[config.mk]
export PLATFORM = sky130hd
export DESIGN_NAME = temp_qsys_nios2_gen2_cpu_oci_dct_ctrl_flat
export DESIGN_NICKNAME = d
export VERILOG_FILES = /design/src/rtl/temp_qsys_nios2_gen2_cpu_oci_dct_ctrl_if.sv /design/src/rtl/temp_qsys_nios2_gen2_cpu_oci_dct_ctrl.sv /design/src/flat_wrapper.sv
export SDC_FILE = /design/constraint.sdc
export NUM_CORES = 1
export LEC_CHECK = 0
export CAP_MARGIN = 25
export CORE_ASPECT_RATIO = 1.4
export CORE_MARGIN = 2
export CORE_UTILIZATION = 40
export CTS_CLUSTER_SIZE = 30
export DETAILED_ROUTE_END_ITERATION = 10
export PLACE_DENSITY = 0.72
export SETUP_SLACK_MARGIN = 0.05
export SYNTH_ARGS = -nofsm -noshare
export SYNTH_HDL_FRONTEND = slang
export SYNTH_SLANG_ARGS = --single-unit
[constraint.sdc]
create_clock -name clk -period 1.9 [get_ports clk]
set_input_delay 0.19 -clock clk [delete_from_list [all_inputs] [get_ports clk]]
set_output_delay 0.19 -clock clk [all_outputs]
set_load 0.1 [all_outputs]
[src/rtl/temp_qsys_nios2_gen2_cpu_oci_dct_ctrl_if.sv]
// Trace frame in / packet out bundle for the OCI DCT controller.
// ovf_count exists only when DCT_OVF_CNT_EN is defined.
interface temp_qsys_nios2_gen2_cpu_oci_dct_ctrl_if;
  logic        frame_valid;
  logic [1:0]  frame_data;
  logic        flush;
  logic        test_ending;
  logic        pkt_ready;
  logic [29:0] dct_buffer;
  logic [3:0]  dct_count;
  logic        pkt_valid;
  logic [29:0] pkt_data;
  logic [3:0]  pkt_count;
  logic        frame_drop;
  logic        test_has_ended;
`ifdef DCT_OVF_CNT_EN
  logic [7:0]  ovf_count;
`endif

  modport slave (
    input  frame_valid, frame_data, flush,
    input  test_ending, pkt_ready,
    output dct_buffer, dct_count,
    output pkt_valid, pkt_data, pkt_count,
`ifdef DCT_OVF_CNT_EN
    output ovf_count,
`endif
    output frame_drop, test_has_ended
  );

  modport master (
    output frame_valid, frame_data, flush,
    output test_ending, pkt_ready,
    input  dct_buffer, dct_count,
    input  pkt_valid, pkt_data, pkt_count,
`ifdef DCT_OVF_CNT_EN
    input  ovf_count,
`endif
    input  frame_drop, test_has_ended
  );
endinterface

[src/rtl/temp_qsys_nios2_gen2_cpu_oci_dct_ctrl.sv]
// Packs 2-bit trace frames into 15-frame packets with flush and drain.
// Optional saturating drop counter enabled by DCT_OVF_CNT_EN.
module temp_qsys_nios2_gen2_cpu_oci_dct_ctrl (
  input logic clk,
  input logic reset_n,
  temp_qsys_nios2_gen2_cpu_oci_dct_ctrl_if.slave dct
);

  typedef enum logic [1:0] {
    RUN   = 2'd0,
    DRAIN = 2'd1,
    ENDED = 2'd2
  } state_t;

  state_t      state_q, state_d;
  logic        pend_q, pend_d;
  logic [29:0] buf_q, buf_d;
  logic [3:0]  cnt_q, cnt_d;
  logic        pv_q, pv_d;
  logic [29:0] pd_q, pd_d;
  logic [3:0]  pc_q, pc_d;
  logic        drop_q, drop_d;

  logic full, run, drain, pend, xfer, acc;

  always_comb begin
    full  = (cnt_q == 4'd15);
    run   = (state_q == RUN);
    drain = (state_q == DRAIN);
    // draining behaves as a permanent flush request
    pend  = pend_q | drain;
    xfer  = (full | (pend & (cnt_q != 4'd0)))
          & (~pv_q | dct.pkt_ready);
    acc   = run & dct.frame_valid;
  end

  always_comb begin
    state_d = state_q;
    unique case (1'b1)
      state_q == RUN:
        if (dct.test_ending) state_d = DRAIN;
      state_q == DRAIN:
        if (cnt_q == 4'd0 && !pv_q) state_d = ENDED;
      default:
        state_d = state_q;
    endcase
  end

  always_comb begin
    buf_d  = buf_q;
    cnt_d  = cnt_q;
    pv_d   = pv_q;
    pd_d   = pd_q;
    pc_d   = pc_q;
    drop_d = acc & full & ~xfer;
    pend_d = dct.flush | drain
           | (pend_q & ~xfer & (cnt_q != 4'd0));
    if (xfer) begin
      pd_d  = buf_q;
      pc_d  = cnt_q;
      pv_d  = 1'b1;
      buf_d = acc ? {28'b0, dct.frame_data} : 30'b0;
      cnt_d = acc ? 4'd1 : 4'd0;
    end else begin
      if (pv_q && dct.pkt_ready) pv_d = 1'b0;
      if (acc && !full) begin
        buf_d = {buf_q[27:0], dct.frame_data};
        cnt_d = cnt_q + 4'd1;
      end
    end
  end

  always_ff @(posedge clk or negedge reset_n) begin
    if (!reset_n) begin
      state_q <= RUN;
      pend_q  <= 1'b0;
      buf_q   <= '0;
      cnt_q   <= '0;
      pv_q    <= 1'b0;
      pd_q    <= '0;
      pc_q    <= '0;
      drop_q  <= 1'b0;
    end else begin
      state_q <= state_d;
      pend_q  <= pend_d;
      buf_q   <= buf_d;
      cnt_q   <= cnt_d;
      pv_q    <= pv_d;
      pd_q    <= pd_d;
      pc_q    <= pc_d;
      drop_q  <= drop_d;
    end
  end

`ifdef DCT_OVF_CNT_EN
  logic [7:0] ovf_q;

  always_ff @(posedge clk or negedge reset_n) begin
    if (!reset_n)
      ovf_q <= '0;
    else if (drop_d && ovf_q != 8'hff)
      ovf_q <= ovf_q + 8'd1;
  end

  assign dct.ovf_count = ovf_q;
`endif

  assign dct.dct_buffer     = buf_q;
  assign dct.dct_count      = cnt_q;
  assign dct.pkt_valid      = pv_q;
  assign dct.pkt_data       = pd_q;
  assign dct.pkt_count      = pc_q;
  assign dct.frame_drop     = drop_q;
  assign dct.test_has_ended = (state_q == ENDED);

endmodule

[src/flat_wrapper.sv]
// flat-port wrapper written by rule: the top's interface ports become plain ports
module temp_qsys_nios2_gen2_cpu_oci_dct_ctrl_flat 
  (clk, reset_n, dct_frame_valid, dct_frame_data, dct_flush, dct_test_ending, dct_pkt_ready, dct_dct_buffer, dct_dct_count, dct_pkt_valid, dct_pkt_data, dct_pkt_count, dct_frame_drop, dct_test_has_ended);
  temp_qsys_nios2_gen2_cpu_oci_dct_ctrl_if dct_i ();
  input logic clk;
  input logic reset_n;
  input wire logic [$bits(dct_i.frame_valid)-1:0] dct_frame_valid;
  input wire logic [$bits(dct_i.frame_data)-1:0] dct_frame_data;
  input wire logic [$bits(dct_i.flush)-1:0] dct_flush;
  input wire logic [$bits(dct_i.test_ending)-1:0] dct_test_ending;
  input wire logic [$bits(dct_i.pkt_ready)-1:0] dct_pkt_ready;
  output wire logic [$bits(dct_i.dct_buffer)-1:0] dct_dct_buffer;
  output wire logic [$bits(dct_i.dct_count)-1:0] dct_dct_count;
  output wire logic [$bits(dct_i.pkt_valid)-1:0] dct_pkt_valid;
  output wire logic [$bits(dct_i.pkt_data)-1:0] dct_pkt_data;
  output wire logic [$bits(dct_i.pkt_count)-1:0] dct_pkt_count;
  output wire logic [$bits(dct_i.frame_drop)-1:0] dct_frame_drop;
  output wire logic [$bits(dct_i.test_has_ended)-1:0] dct_test_has_ended;
  assign dct_i.frame_valid = dct_frame_valid;
  assign dct_i.frame_data = dct_frame_data;
  assign dct_i.flush = dct_flush;
  assign dct_i.test_ending = dct_test_ending;
  assign dct_i.pkt_ready = dct_pkt_ready;
  assign dct_dct_buffer = dct_i.dct_buffer;
  assign dct_dct_count = dct_i.dct_count;
  assign dct_pkt_valid = dct_i.pkt_valid;
  assign dct_pkt_data = dct_i.pkt_data;
  assign dct_pkt_count = dct_i.pkt_count;
  assign dct_frame_drop = dct_i.frame_drop;
  assign dct_test_has_ended = dct_i.test_has_ended;
  temp_qsys_nios2_gen2_cpu_oci_dct_ctrl u_core (.clk(clk), .reset_n(reset_n), .dct(dct_i));
endmodule
==> reports/qor.csv <==
stage,metric,value,unit
die,Die X,78.0,um
timing,fmax,543,MHz
clock_tree,Sink Count,73,
global_route,GRT Residual Overflow,0,
placed_design,placed insts,422,
route,DRT Pass-1 Iters,4,
clock_tree,clock buffer depth,2,
synthesis,Synth cell types,26,
layout,Area growth syn-to-layout,38.5,%
layout,Final Net Count,356,
global_route,initial antenna violation count,0,
critical_path,r2r setup slk,60,ps
die,Rows,37,
synthesis,"Avg Cell Area, Syn",12.2,um^2
route,Vias,2193,
timing,fin crit share,97.0,%
timing,clock skew,6.15,ps
placed_design,gpl congestion,0.783,
pwr,Total Power,5070,uW
synthesis,syn_nets,261,
pwr,clock power share,25.9,%
clock_tree,H-tree Lvls,3,
critical_path,crit path capture type,flip-flop,
pwr,Combinational Power Share,38.9,%
die,io pins,79,
layout,most frequent cells in the layout,"buf_4, dfrtp_1, nand2_1",
critical_path,Critical Path Fanout Max,8,
clock_tree,Root Buffer,clkbuf_8,
die,core region area,7410,um^2
die,Die Y,108,um
timing,Slew HR,68.8,%
synthesis,register area share after synthesis,59.6,%
synthesis,leading area contributor after synthesis,dfrtp_1,
timing,final hold violation count,0,
synthesis,synthesized cell area,3060,um^2
critical_path,Worst setup SP type,flip-flop,
synthesis,Synth area leaders,"dfrtp_1, mux2_4, nand2_1",
route,drt via density,4.90,
timing,minimum clock period,1840,ps
pwr,power per cell area,1200,nW/um^2
clock_tree,cts bufs inserted,9,
layout,Antenna diodes,0,
clock_tree,clock latency on the worst-skew pair,350,ps
hold_path,Min-Delay Path Class,in -> async,
route,# DRC,0,
placed_design,hpwl dp,4350,um
pwr,Net Sw Power,1980,uW
timing,final count of negative-setup-slack endpoints,0,
outcome,status,completed,
critical_path,Critical Path RT,2140,ps
pwr,Leak,0.00207,uW
route,initial DRC count,177,
synthesis,post-synthesis async set-or-reset flop share,100,%
placed_design,I/O Buffers,78,
die,die area,8390,um^2
timing,Slew @ Worst Pin,468,ps
synthesis,"FF+latch count, synth",73,
critical_path,critical path type,reg -> reg,
layout,layout cells sized above 1,43.9,%
pwr,peak supply drop,0.705,mV
synthesis,post-synth top area share,59.6,%
synthesis,Post-Syn Instances,251,
global_route,first-pass GRT wire length,11100,um
critical_path,crit path DAT,2080,ps
clock_tree,CTS tree,done,
route,mean routed wirelength per cell,15.2,um
die,initial core utilization,41.4,%
layout,"commonest non-fill, non-tap cell in the layout",buf_4,
global_route,pin count of the biggest net entering global routing,40,
synthesis,ys flop type,dfrtp_1,
timing,unrepaired setup endpoints after global routing,yes,
timing,Final Max Slew Viols,0,
layout,"non-filler cells, final",448,
global_route,gr usage total,16.9,%
layout,Final Util,57.3,%
pwr,cell-internal power,3090,uW
clock_tree,Worst-path clk slew,80,ps
pwr,Seq pwr share,35.2,%
pwr,Switching Share,39.0,%
global_route,vias in the first global route,2201,
synthesis,Ys Warns,0,
route,"antenna viol nets, final",0,
synthesis,number of synthesized flops with an enable pin,0,
route,Total Wirelength,6820,um
flow_run,MaxCap Viol Count,0,
==> stage by stage <==
stage	setup slack, ps	hold slack, ps	area [um^2]	TNS [ps]
2_1_floorplan	-91.7	-106	3110	-2990
3_3_place_gp	60.5	174	3840	0
3_5_place_dp	17.7	176	3840	0
4_1_cts	28.5	356	4130	0
5_1_grt	3.13	390	4240	0
6_report	57.4	346	4240	0
==> worst max-delay path, stage by stage (launching register included) <==
cell	delay, ps
dfrtp_4	460
inv_2	50
ha_4	150
nor3b_4	150
a311oi_4	220
buf_6	220
clkbuf_16	190
mux2_4	300
==> logic make-up (layout without fill, tap and decap cells) <==
kind of cell	after synthesis	after routing	synth area share, %
muxes	34	34	16.2
buffers and inverters	17	117	3.72
DFF	73	73	59.6
AOI/OAI and AO/OA	39	39	7.39
and+or+nand+nor	84	84	11.7
adders and majority gates	2	2	0.817
xor gates and xnor gates	2	2	0.572
==> path summary, 6_finish.rpt <==
path                                    startpoint                        to  cells after the start
setup reg to reg           u_core.dct.dct_count[1]   u_core.dct.pkt_count[3]                      7
setup / recovery           u_core.dct.dct_count[1]   u_core.dct.pkt_count[3]                      7
hold reg to reg            u_core.dct.pkt_count[1]   u_core.dct.pkt_count[1]                      1
min in group clk                 dct_frame_data[1]  u_core.dct.dct_buffer[1]                      3
max in group asynchronous                  reset_n   u_core.dct.pkt_data[18]                      3
hold / removal                             reset_n  u_core.dct.dct_buffer[0]                      2
==> cell type report <==
class	instances	area [um^2]
Fill cell	644	3160
Sequential cell	73	1840
Multi-Input combinational cell	161	1180
Timing Repair Buffer	97	867
Clock buffer	9	124
Tap cell	97	121
Clock inverter	7	95.1
Inverter	4	15.0
==> power by group through the flow <==
stage                     Combinational (uW)  Clock (uW)  Sequential [uW]
after floorplan                          652           0             2500
after global placement                  1660           0             1810
after detailed placement                1670           0             1820
after CTS                               1770        1360             1780
after global routing                    2060        1440             1800
final                                   1970        1320             1780
==> metal layers <==
| metal | vias up | wire length [um] | track usage [%] |
|---|---|---|---|
| met4 | 0 | 206 | 8.27 |
| met5 | - | 0 | 0 |
| met3 | 14 | 272 | 3.19 |
| met1 | 1086 | 2900 | 21.9 |
| met2 | 62 | 3440 | 27.3 |
| li1 | 1031 | - | - |
==> repair_timing <==
item	in CTS	in global routing
endpoints found under the setup margin	34	31
hold buffers	1	0
gates resized for setup	2	4
hold endpoints to repair	34	0
gates cloned	1	3
setup buffers	3	2
==> flip-flops by register name, indices dropped and copies added, names as in the netlist <==
name,count
u_core.dct.frame_drop,1
u_core.dct.pkt_data,30
u_core.dct.pkt_valid,1
u_core.dct.dct_count,4
u_core.dct.dct_buffer,30
u_core.dct.pkt_count,4
u_core.pend_q,1
u_core.state_q,2
==> cells in the mapped netlist (3+ instances only) <==
master	count
clkbuf_1	3
buf_4	5
nor2_1	5
nand2_1	64
a21oi_1	33
mux2_1	4
inv_1	4
mux2_4	30
buf_6	4
dfrtp_1	73
No activity file was read; power rests on OpenSTA's default activity.
